$ cat src/rtl/pc_fetch_sequencer_if.sv
// Fetch-side bundle: instruction-memory request/response, decode hand-off and branch/jump redirect.
interface pc_fetch_sequencer_if;
  logic        imem_req;
  logic [31:0] imem_addr;
  logic        imem_ack;
  logic [31:0] imem_rdata;
  logic        inst_valid;
  logic [31:0] inst;
  logic [31:0] inst_pc;
  logic        inst_ready;
  logic        redirect_valid;
  logic [31:0] redirect_target;

  modport master (
    output imem_req, imem_addr, inst_valid, inst, inst_pc,
    input  imem_ack, imem_rdata, inst_ready, redirect_valid, redirect_target
  );

  modport slave (
    input  imem_req, imem_addr, inst_valid, inst, inst_pc,
    output imem_ack, imem_rdata, inst_ready, redirect_valid, redirect_target
  );
endinterface

$ cat src/rtl/pc_fetch_sequencer.sv
// PC owner and fetch sequencer: requests words from imem, holds each for decode, applies redirects.
// Optional macro PCSEQ_ALIGN_CHECK_EN: misaligned redirects trap to HALT and pulse misalign_err.
module pc_fetch_sequencer #(
  parameter logic [31:0] RESET_PC = 32'h0000_0000,
  parameter int          CNT_W    = 16
) (
  input  logic                 clock,
  input  logic                 reset,
  input  logic                 start,
  input  logic                 halt,
  pc_fetch_sequencer_if.master bus,
  output logic                 busy,
  output logic [CNT_W-1:0]     fetch_count
`ifdef PCSEQ_ALIGN_CHECK_EN
  ,
  output logic                 misalign_err
`endif
);

  typedef enum logic [1:0] {IDLE, REQ, HOLD, HALT} state_t;

  state_t           state_q, state_d;
  logic [31:0]      pc_q, pc_d;
  logic [31:0]      pending_q, pending_d;
  logic [31:0]      inst_q, inst_d;
  logic [31:0]      inst_pc_q, inst_pc_d;
  logic [CNT_W-1:0] count_q, count_d;
  logic             req_q, req_d;
  logic             valid_q, valid_d;
  logic             flush_q, flush_d;
  logic             trap_q, trap_d;
  logic             halt_req_q, halt_req_d;
  logic             ack, gap, stop;
  logic [31:0]      target;
  logic             target_bad;

`ifdef PCSEQ_ALIGN_CHECK_EN
  assign target     = bus.redirect_target;
  assign target_bad = bus.redirect_valid && (bus.redirect_target[1:0] != 2'b00);
`else
  assign target     = {bus.redirect_target[31:2], 2'b00};
  assign target_bad = 1'b0;
`endif

  // An ack only counts while our request is actually on the bus; late or gap-cycle acks are ignored.
  assign ack  = req_q && bus.imem_ack;
  assign stop = halt || halt_req_q;

  always_comb begin
    state_d    = state_q;
    pc_d       = pc_q;
    pending_d  = pending_q;
    inst_d     = inst_q;
    inst_pc_d  = inst_pc_q;
    count_d    = count_q;
    flush_d    = flush_q;
    trap_d     = trap_q;
    halt_req_d = halt_req_q;
    gap        = 1'b0;
    case (state_q)
      IDLE: begin
        if (bus.redirect_valid) begin
          if (target_bad) state_d = HALT;
          else            pc_d    = target;
        end else if (halt) begin
          state_d = HALT;
        end else if (start) begin
          state_d = REQ;
        end
      end
      REQ: begin
        if (halt) halt_req_d = 1'b1;
        if (ack) begin
          if (bus.redirect_valid || flush_q) begin
            // Stale word: drop it and drop req for one cycle before presenting the new PC.
            flush_d = 1'b0;
            trap_d  = 1'b0;
            if (target_bad || trap_q) begin
              state_d = HALT;
            end else begin
              pc_d = bus.redirect_valid ? target : pending_q;
              gap  = 1'b1;
            end
          end else begin
            inst_d    = bus.imem_rdata;
            inst_pc_d = pc_q;
            state_d   = HOLD;
          end
        end else if (bus.redirect_valid) begin
          if (req_q) begin
            flush_d = 1'b1;
            if (target_bad) trap_d    = 1'b1;
            else            pending_d = target;
          end else if (target_bad) begin
            state_d = HALT;
          end else begin
            pc_d = target;
          end
        end
      end
      HOLD: begin
        if (halt) halt_req_d = 1'b1;
        if (bus.inst_ready) count_d = count_q + CNT_W'(1);
        if (bus.redirect_valid) begin
          if (target_bad) begin
            state_d = HALT;
          end else begin
            pc_d    = target;
            state_d = (bus.inst_ready && stop) ? HALT : REQ;
          end
        end else if (bus.inst_ready) begin
          pc_d    = pc_q + 32'd4;
          state_d = stop ? HALT : REQ;
        end
      end
      HALT: begin
        state_d = HALT;
      end
      default: state_d = IDLE;
    endcase
    req_d   = (state_d == REQ) && !gap;
    valid_d = (state_d == HOLD);
  end

  always_ff @(posedge clock) begin
    if (reset) begin
      state_q    <= IDLE;
      pc_q       <= RESET_PC;
      pending_q  <= '0;
      inst_q     <= '0;
      inst_pc_q  <= '0;
      count_q    <= '0;
      req_q      <= 1'b0;
      valid_q    <= 1'b0;
      flush_q    <= 1'b0;
      trap_q     <= 1'b0;
      halt_req_q <= 1'b0;
    end else begin
      state_q    <= state_d;
      pc_q       <= pc_d;
      pending_q  <= pending_d;
      inst_q     <= inst_d;
      inst_pc_q  <= inst_pc_d;
      count_q    <= count_d;
      req_q      <= req_d;
      valid_q    <= valid_d;
      flush_q    <= flush_d;
      trap_q     <= trap_d;
      halt_req_q <= halt_req_d;
    end
  end

`ifdef PCSEQ_ALIGN_CHECK_EN
  logic misalign_q, misalign_d;

  always_comb begin
    misalign_d = target_bad && (state_q != HALT);
  end

  always_ff @(posedge clock) begin
    if (reset) misalign_q <= 1'b0;
    else       misalign_q <= misalign_d;
  end

  assign misalign_err = misalign_q;
`endif

  assign bus.imem_req   = req_q;
  assign bus.imem_addr  = pc_q;
  assign bus.inst_valid = valid_q;
  assign bus.inst       = inst_q;
  assign bus.inst_pc    = inst_pc_q;
  assign busy           = (state_q == REQ) || (state_q == HOLD);
  assign fetch_count    = count_q;

endmodule

$ cat src/flat_wrapper.sv
// flat-port wrapper written by rule: the top's interface ports become plain ports
module pc_fetch_sequencer_flat 
#(
  parameter logic [31:0] RESET_PC = 32'h0000_0000,
  parameter int          CNT_W    = 16
)
  (clock, reset, start, halt, busy, fetch_count, bus_imem_req, bus_imem_addr, bus_inst_valid, bus_inst, bus_inst_pc, bus_imem_ack, bus_imem_rdata, bus_inst_ready, bus_redirect_valid, bus_redirect_target);
  pc_fetch_sequencer_if bus_i ();
  input  logic clock;
  input  logic reset;
  input  logic start;
  input  logic halt;
  output logic busy;
  output logic [CNT_W-1:0] fetch_count;
  output wire logic [$bits(bus_i.imem_req)-1:0] bus_imem_req;
  output wire logic [$bits(bus_i.imem_addr)-1:0] bus_imem_addr;
  output wire logic [$bits(bus_i.inst_valid)-1:0] bus_inst_valid;
  output wire logic [$bits(bus_i.inst)-1:0] bus_inst;
  output wire logic [$bits(bus_i.inst_pc)-1:0] bus_inst_pc;
  input wire logic [$bits(bus_i.imem_ack)-1:0] bus_imem_ack;
  input wire logic [$bits(bus_i.imem_rdata)-1:0] bus_imem_rdata;
  input wire logic [$bits(bus_i.inst_ready)-1:0] bus_inst_ready;
  input wire logic [$bits(bus_i.redirect_valid)-1:0] bus_redirect_valid;
  input wire logic [$bits(bus_i.redirect_target)-1:0] bus_redirect_target;
  assign bus_imem_req = bus_i.imem_req;
  assign bus_imem_addr = bus_i.imem_addr;
  assign bus_inst_valid = bus_i.inst_valid;
  assign bus_inst = bus_i.inst;
  assign bus_inst_pc = bus_i.inst_pc;
  assign bus_i.imem_ack = bus_imem_ack;
  assign bus_i.imem_rdata = bus_imem_rdata;
  assign bus_i.inst_ready = bus_inst_ready;
  assign bus_i.redirect_valid = bus_redirect_valid;
  assign bus_i.redirect_target = bus_redirect_target;
  pc_fetch_sequencer #(.RESET_PC(RESET_PC), .CNT_W(CNT_W)) u_core (.clock(clock), .reset(reset), .start(start), .halt(halt), .bus(bus_i), .busy(busy), .fetch_count(fetch_count));
endmodule
$ cat config.mk
export PLATFORM = sky130hd
export DESIGN_NAME = pc_fetch_sequencer_flat
export DESIGN_NICKNAME = d
export VERILOG_FILES = /design/src/rtl/pc_fetch_sequencer_if.sv /design/src/rtl/pc_fetch_sequencer.sv /design/src/flat_wrapper.sv
export SDC_FILE = /design/constraint.sdc
export NUM_CORES = 1
export LEC_CHECK = 0
export ABC_AREA = 1
export BUFFER_PORTS_ARGS = -buffer_cell sky130_fd_sc_hd__buf_2
export CORE_MARGIN = 4
export CORE_UTILIZATION = 35
export DETAILED_ROUTE_END_ITERATION = 10
export GPL_TIMING_DRIVEN = 0
export PLACE_DENSITY_LB_ADDON = 0.12
export SYNTH_ARGS = -nofsm -noshare
export SYNTH_HDL_FRONTEND = slang
export SYNTH_SLANG_ARGS = --single-unit
export TNS_END_PERCENT = 1
$ cat constraint.sdc
create_clock -name clock -period 2 [get_ports clock]
set_input_delay 0.2 -clock clock [delete_from_list [all_inputs] [get_ports clock]]
set_output_delay 0.2 -clock clock [all_outputs]
set_load 0.01 [all_outputs]
==> flow_metrics.py <==
metrics = {
    "clocking": {
        "postCtsHoldBufs": 0,
        "cts_tree": "done",
        "clk_pin_slew_ps": 70,
        "clock_latency_ps": 430,
        "clk_path_buf_depth": 2,
        "cts_setup_buffers": 0,
        "cts_root_buffer": "clkbuf_16",
        "cts_sinks": 144,
        "numCtsBuffers": 17,
        "h-tree-depth": 4,
    },
    "floorplanning": {
        "die_y_um": 153.1,
        "pin_count": 186,
        "core_um2": 20490,
        "start_util": 0.3593,
        "row_count": 52,
        "fp.dieArea_um2": 23430,
        "die_w_um": 153.1,
    },
    "sta": {
        "fin_crit_ps": 1989,
        "slew_violations": 0,
        "rsz0062_at_grt": "yes",
        "slew_headroom": 0.4241,
        "fmax_ghz": 0.5029,
        "fin_skew_ps": 12.30,
        "worst_pin_slew_ps": 863.9,
        "finalCritPeriodShare": 0.9943,
        "hold_viol": 0,
        "fin_hold_ws_ps": 20.63,
        "setup_violations": 0,
    },
    "grt": {
        "use_met2": 0.3703,
        "grt_overflow": 0,
        "grt_pass1_wl_um": 41570,
        "antenna_found_initial": 0,
        "use_met3": 0.04580,
        "grt.busiest_layer": "met2",
        "grt_max_degree": 17,
        "track_usage": 0.2203,
        "gr-usage-met1": 0.2924,
        "grt_pass1_vias": 7597,
    },
    "synthesis": {
        "ys_warn_count": 0,
        "synth_seq_cells": 144,
        "synth_area_um2": 7365,
        "synthMuxAreaShare": 0,
        "yosys.area_share.simple": 0.2516,
        "async_reset_ff_frac": 0,
        "syn_inst": 1132,
        "synth_top_family_by_area": "simple AND/OR/NAND/NOR gates",
        "synth_top_area_share": 0.3914,
        "ys_types": 34,
        "synth-edff-count": 0,
        "synth_common_cells": "200 x nand2_1, 172 x nor2_1, 162 x o21ai_0",
        "synth_compound_area_frac": 0.2331,
        "synthTopCellsByArea": "dfxtp_1 39%, o21ai_0 11%, a21oi_1 11%",
        "synth-xor-area-share": 0.01189,
        "synth_area_per_cell_um2": 6.506,
        "yosysMostFrequentCell": "nand2_1",
        "synth_ff_type": "dfxtp_1",
        "ys_seq_area_frac": 0.3914,
        "synth_area_leader_cell": "dfxtp_1",
        "post_synth_fa_ha_maj_area_fraction": 0.01189,
    },
    "min_path": {
        "hp-class": "primary input to flip-flop",
    },
    "setup_path": {
        "required_ps": 2270,
        "crit_chain": "nand2_1 -> nor2_2 -> nand2_1 -> nor2_1 -> nand2_1 -> nand2_1 -> nand3_1 -> nand2_1 -> nand2_1 -> nand2_1 -> a21oi_1",
        "start_kind": "flip-flop",
        "r2r_slack_ps": 10,
        "cpMostUsedCell": "nand2_1",
        "crit_slowest_cell": "dfxtp_1",
        "cp_max_fo": 6,
        "critPathMaxStageDelay_ps": 510,
        "path_class": "flip-flop to flip-flop",
        "worstPathArrival_ps": 2260,
        "end_kind": "flip-flop",
    },
    "power": {
        "intPower_mw": 6.591,
        "pwr_density_cell_nw_per_um2": 1258,
        "ir_drop_mv": 0.7146,
        "power.share.switching": 0.4350,
        "leakagePower_nw": 4.081,
        "sequentialPowerShare": 0.343,
        "clock_power_share": 0.265,
        "pwr-share-comb": 0.392,
        "fin_total_pwr_mw": 11.67,
        "p_sw_mw": 5.074,
    },
    "route": {
        "wl_um": 26450,
        "drtIter0Drc": 551,
        "vias_per_cell": 4.985,
        "drc": 0,
        "num_vias": 8045,
        "first_pass_iters": 5,
        "ant_nets": 0,
        "wire_per_inst_um": 16.38,
    },
    "flow_run": {
        "max-cap-violations": 0,
    },
    "place": {
        "dp_hpwl_um": 20580,
        "gp_congestion": 0.9172,
        "io_buffers": 178,
        "dp.cells": 1583,
    },
    "cells_and_area": {
        "n_fill_cell": 2216,
        "final_cells": 1614,
        "final_layout_size_suffix_gt1_frac": 0.2061,
        "diodes": 0,
        "area_growth_pct": 25.94,
        "fin_util": 0.4526,
        "fin_nets": 1409,
    },
    "outcome": {
        "status": "completed",
    },
}
[critical path, delay by kind of cell (launching register included)]
kind	cells	cell delay (ps)
DFF	1	510
and+or+nand+nor	10	1250
AOI/OAI and AO/OA	1	70
[power by group through the flow]
| stage | clock, mW | combinational (mW) | sequential (mW) |
|---|---|---|---|
| 2_1_floorplan | 0 | 2.74 | 3.98 |
| 3_3_place_gp | 0 | 4.43 | 4.03 |
| 3_5_place_dp | 0 | 4.46 | 4.03 |
| 4_1_cts | 3.14 | 4.54 | 3.98 |
| 5_1_grt | 3.25 | 5.15 | 4.08 |
| 6_report | 3.10 | 4.57 | 4.00 |
[flip-flops by register name (all words and copies together) (netlist names), 2 cells and up]
name / cells
u_core.bus.inst: 32
u_core.bus.imem_addr: 30
u_core.bus.inst_pc: 30
u_core.state_q: 2
u_core.fetch_count: 16
u_core.pending_q: 30
[repair_timing]
item | CTS | global route
hold endpoints to repair | 0 | 0
gates cloned | 0 | 0
pin swaps | 1 | 1
setup endpoints to repair | 99 | 91
gates resized for setup | 26 | 20
[cells in the final DEF, fill, tap and decap left out, types with 2 or more instances in the layout]
| master | count |
|---|---|
| a211oi_1 | 3 |
| a21oi_1 | 157 |
| buf_1 | 4 |
| buf_2 | 189 |
| buf_4 | 11 |
| buf_6 | 4 |
| clkbuf_1 | 27 |
| clkbuf_16 | 17 |
| clkbuf_2 | 8 |
| clkinv_4 | 2 |
| clkinvlp_4 | 3 |
| conb_1 | 4 |
| dfxtp_1 | 139 |
| dfxtp_2 | 5 |
| ha_1 | 4 |
| ha_2 | 2 |
| inv_1 | 104 |
| inv_2 | 5 |
| inv_6 | 7 |
| inv_8 | 3 |
| nand2_1 | 199 |
| nand2_4 | 2 |
| nand3_1 | 58 |
| nand3_2 | 2 |
| nand4_1 | 5 |
| nor2_1 | 168 |
| nor2_2 | 8 |
| nor2_4 | 2 |
| nor3_1 | 8 |
| o211ai_1 | 8 |
| o21ai_0 | 159 |
| o21ai_1 | 3 |
| xnor2_1 | 7 |
| xor2_1 | 3 |
[cell families (layout without fill, tap and decap cells)]
logic type,after synthesis,count (layout)
simple gates,457,457
compound gates,335,335
buf+inv,178,387
flops,144,144
xor+xnor,10,10
fa+ha+maj,7,7
other cells,1,4
[metal layers]
layer / share of wire / wire length, um / vias up
li1: - / - / 4103
met1: 0.45 / 11950 / 3703
met2: 0.48 / 12600 / 222
met3: 0.060 / 1580 / 17
met4: 0.012 / 320 / 0
met5: 0 / 0 / -
[area by class of cell]
type / instances / area [um^2] / area share
Tap cell: 270 / 337.8 / 0.03642
Inverter: 111 / 421.7 / 0.04546
Buffer: 66 / 346.6 / 0.03737
Multi-Input combinational cell: 813 / 3821 / 0.4120
Timing Repair Buffer: 178 / 890.9 / 0.09605
Clock inverter: 15 / 142.6 / 0.01538
Clock buffer: 17 / 425.4 / 0.04587
Sequential cell: 144 / 2889 / 0.3115
[worst paths after layout]
kind,startpoint,endpoint,cells after the start
min,bus_imem_rdata[29],u_core.bus.inst[29],3
min reg2reg,u_core.pending_q[12],u_core.pending_q[12],2
max,u_core.bus.imem_addr[8],u_core.bus.imem_addr[27],11
max reg2reg,u_core.bus.imem_addr[8],u_core.bus.imem_addr[27],11
[stage by stage]
step | TNS (ps) | instance area, um^2 | setup WS, ps
global route | -1348 | 9275 | -116.2
finish | 0 | 9275 | 11.38
floorplan | 0 | 7376 | 252.5
global placement | -9280 | 8605 | -345.5
CTS | -53.75 | 9230 | -46.97
detailed placement | -9736 | 8605 | -323.6
Note: power is estimated with default switching activity, not from simulation.
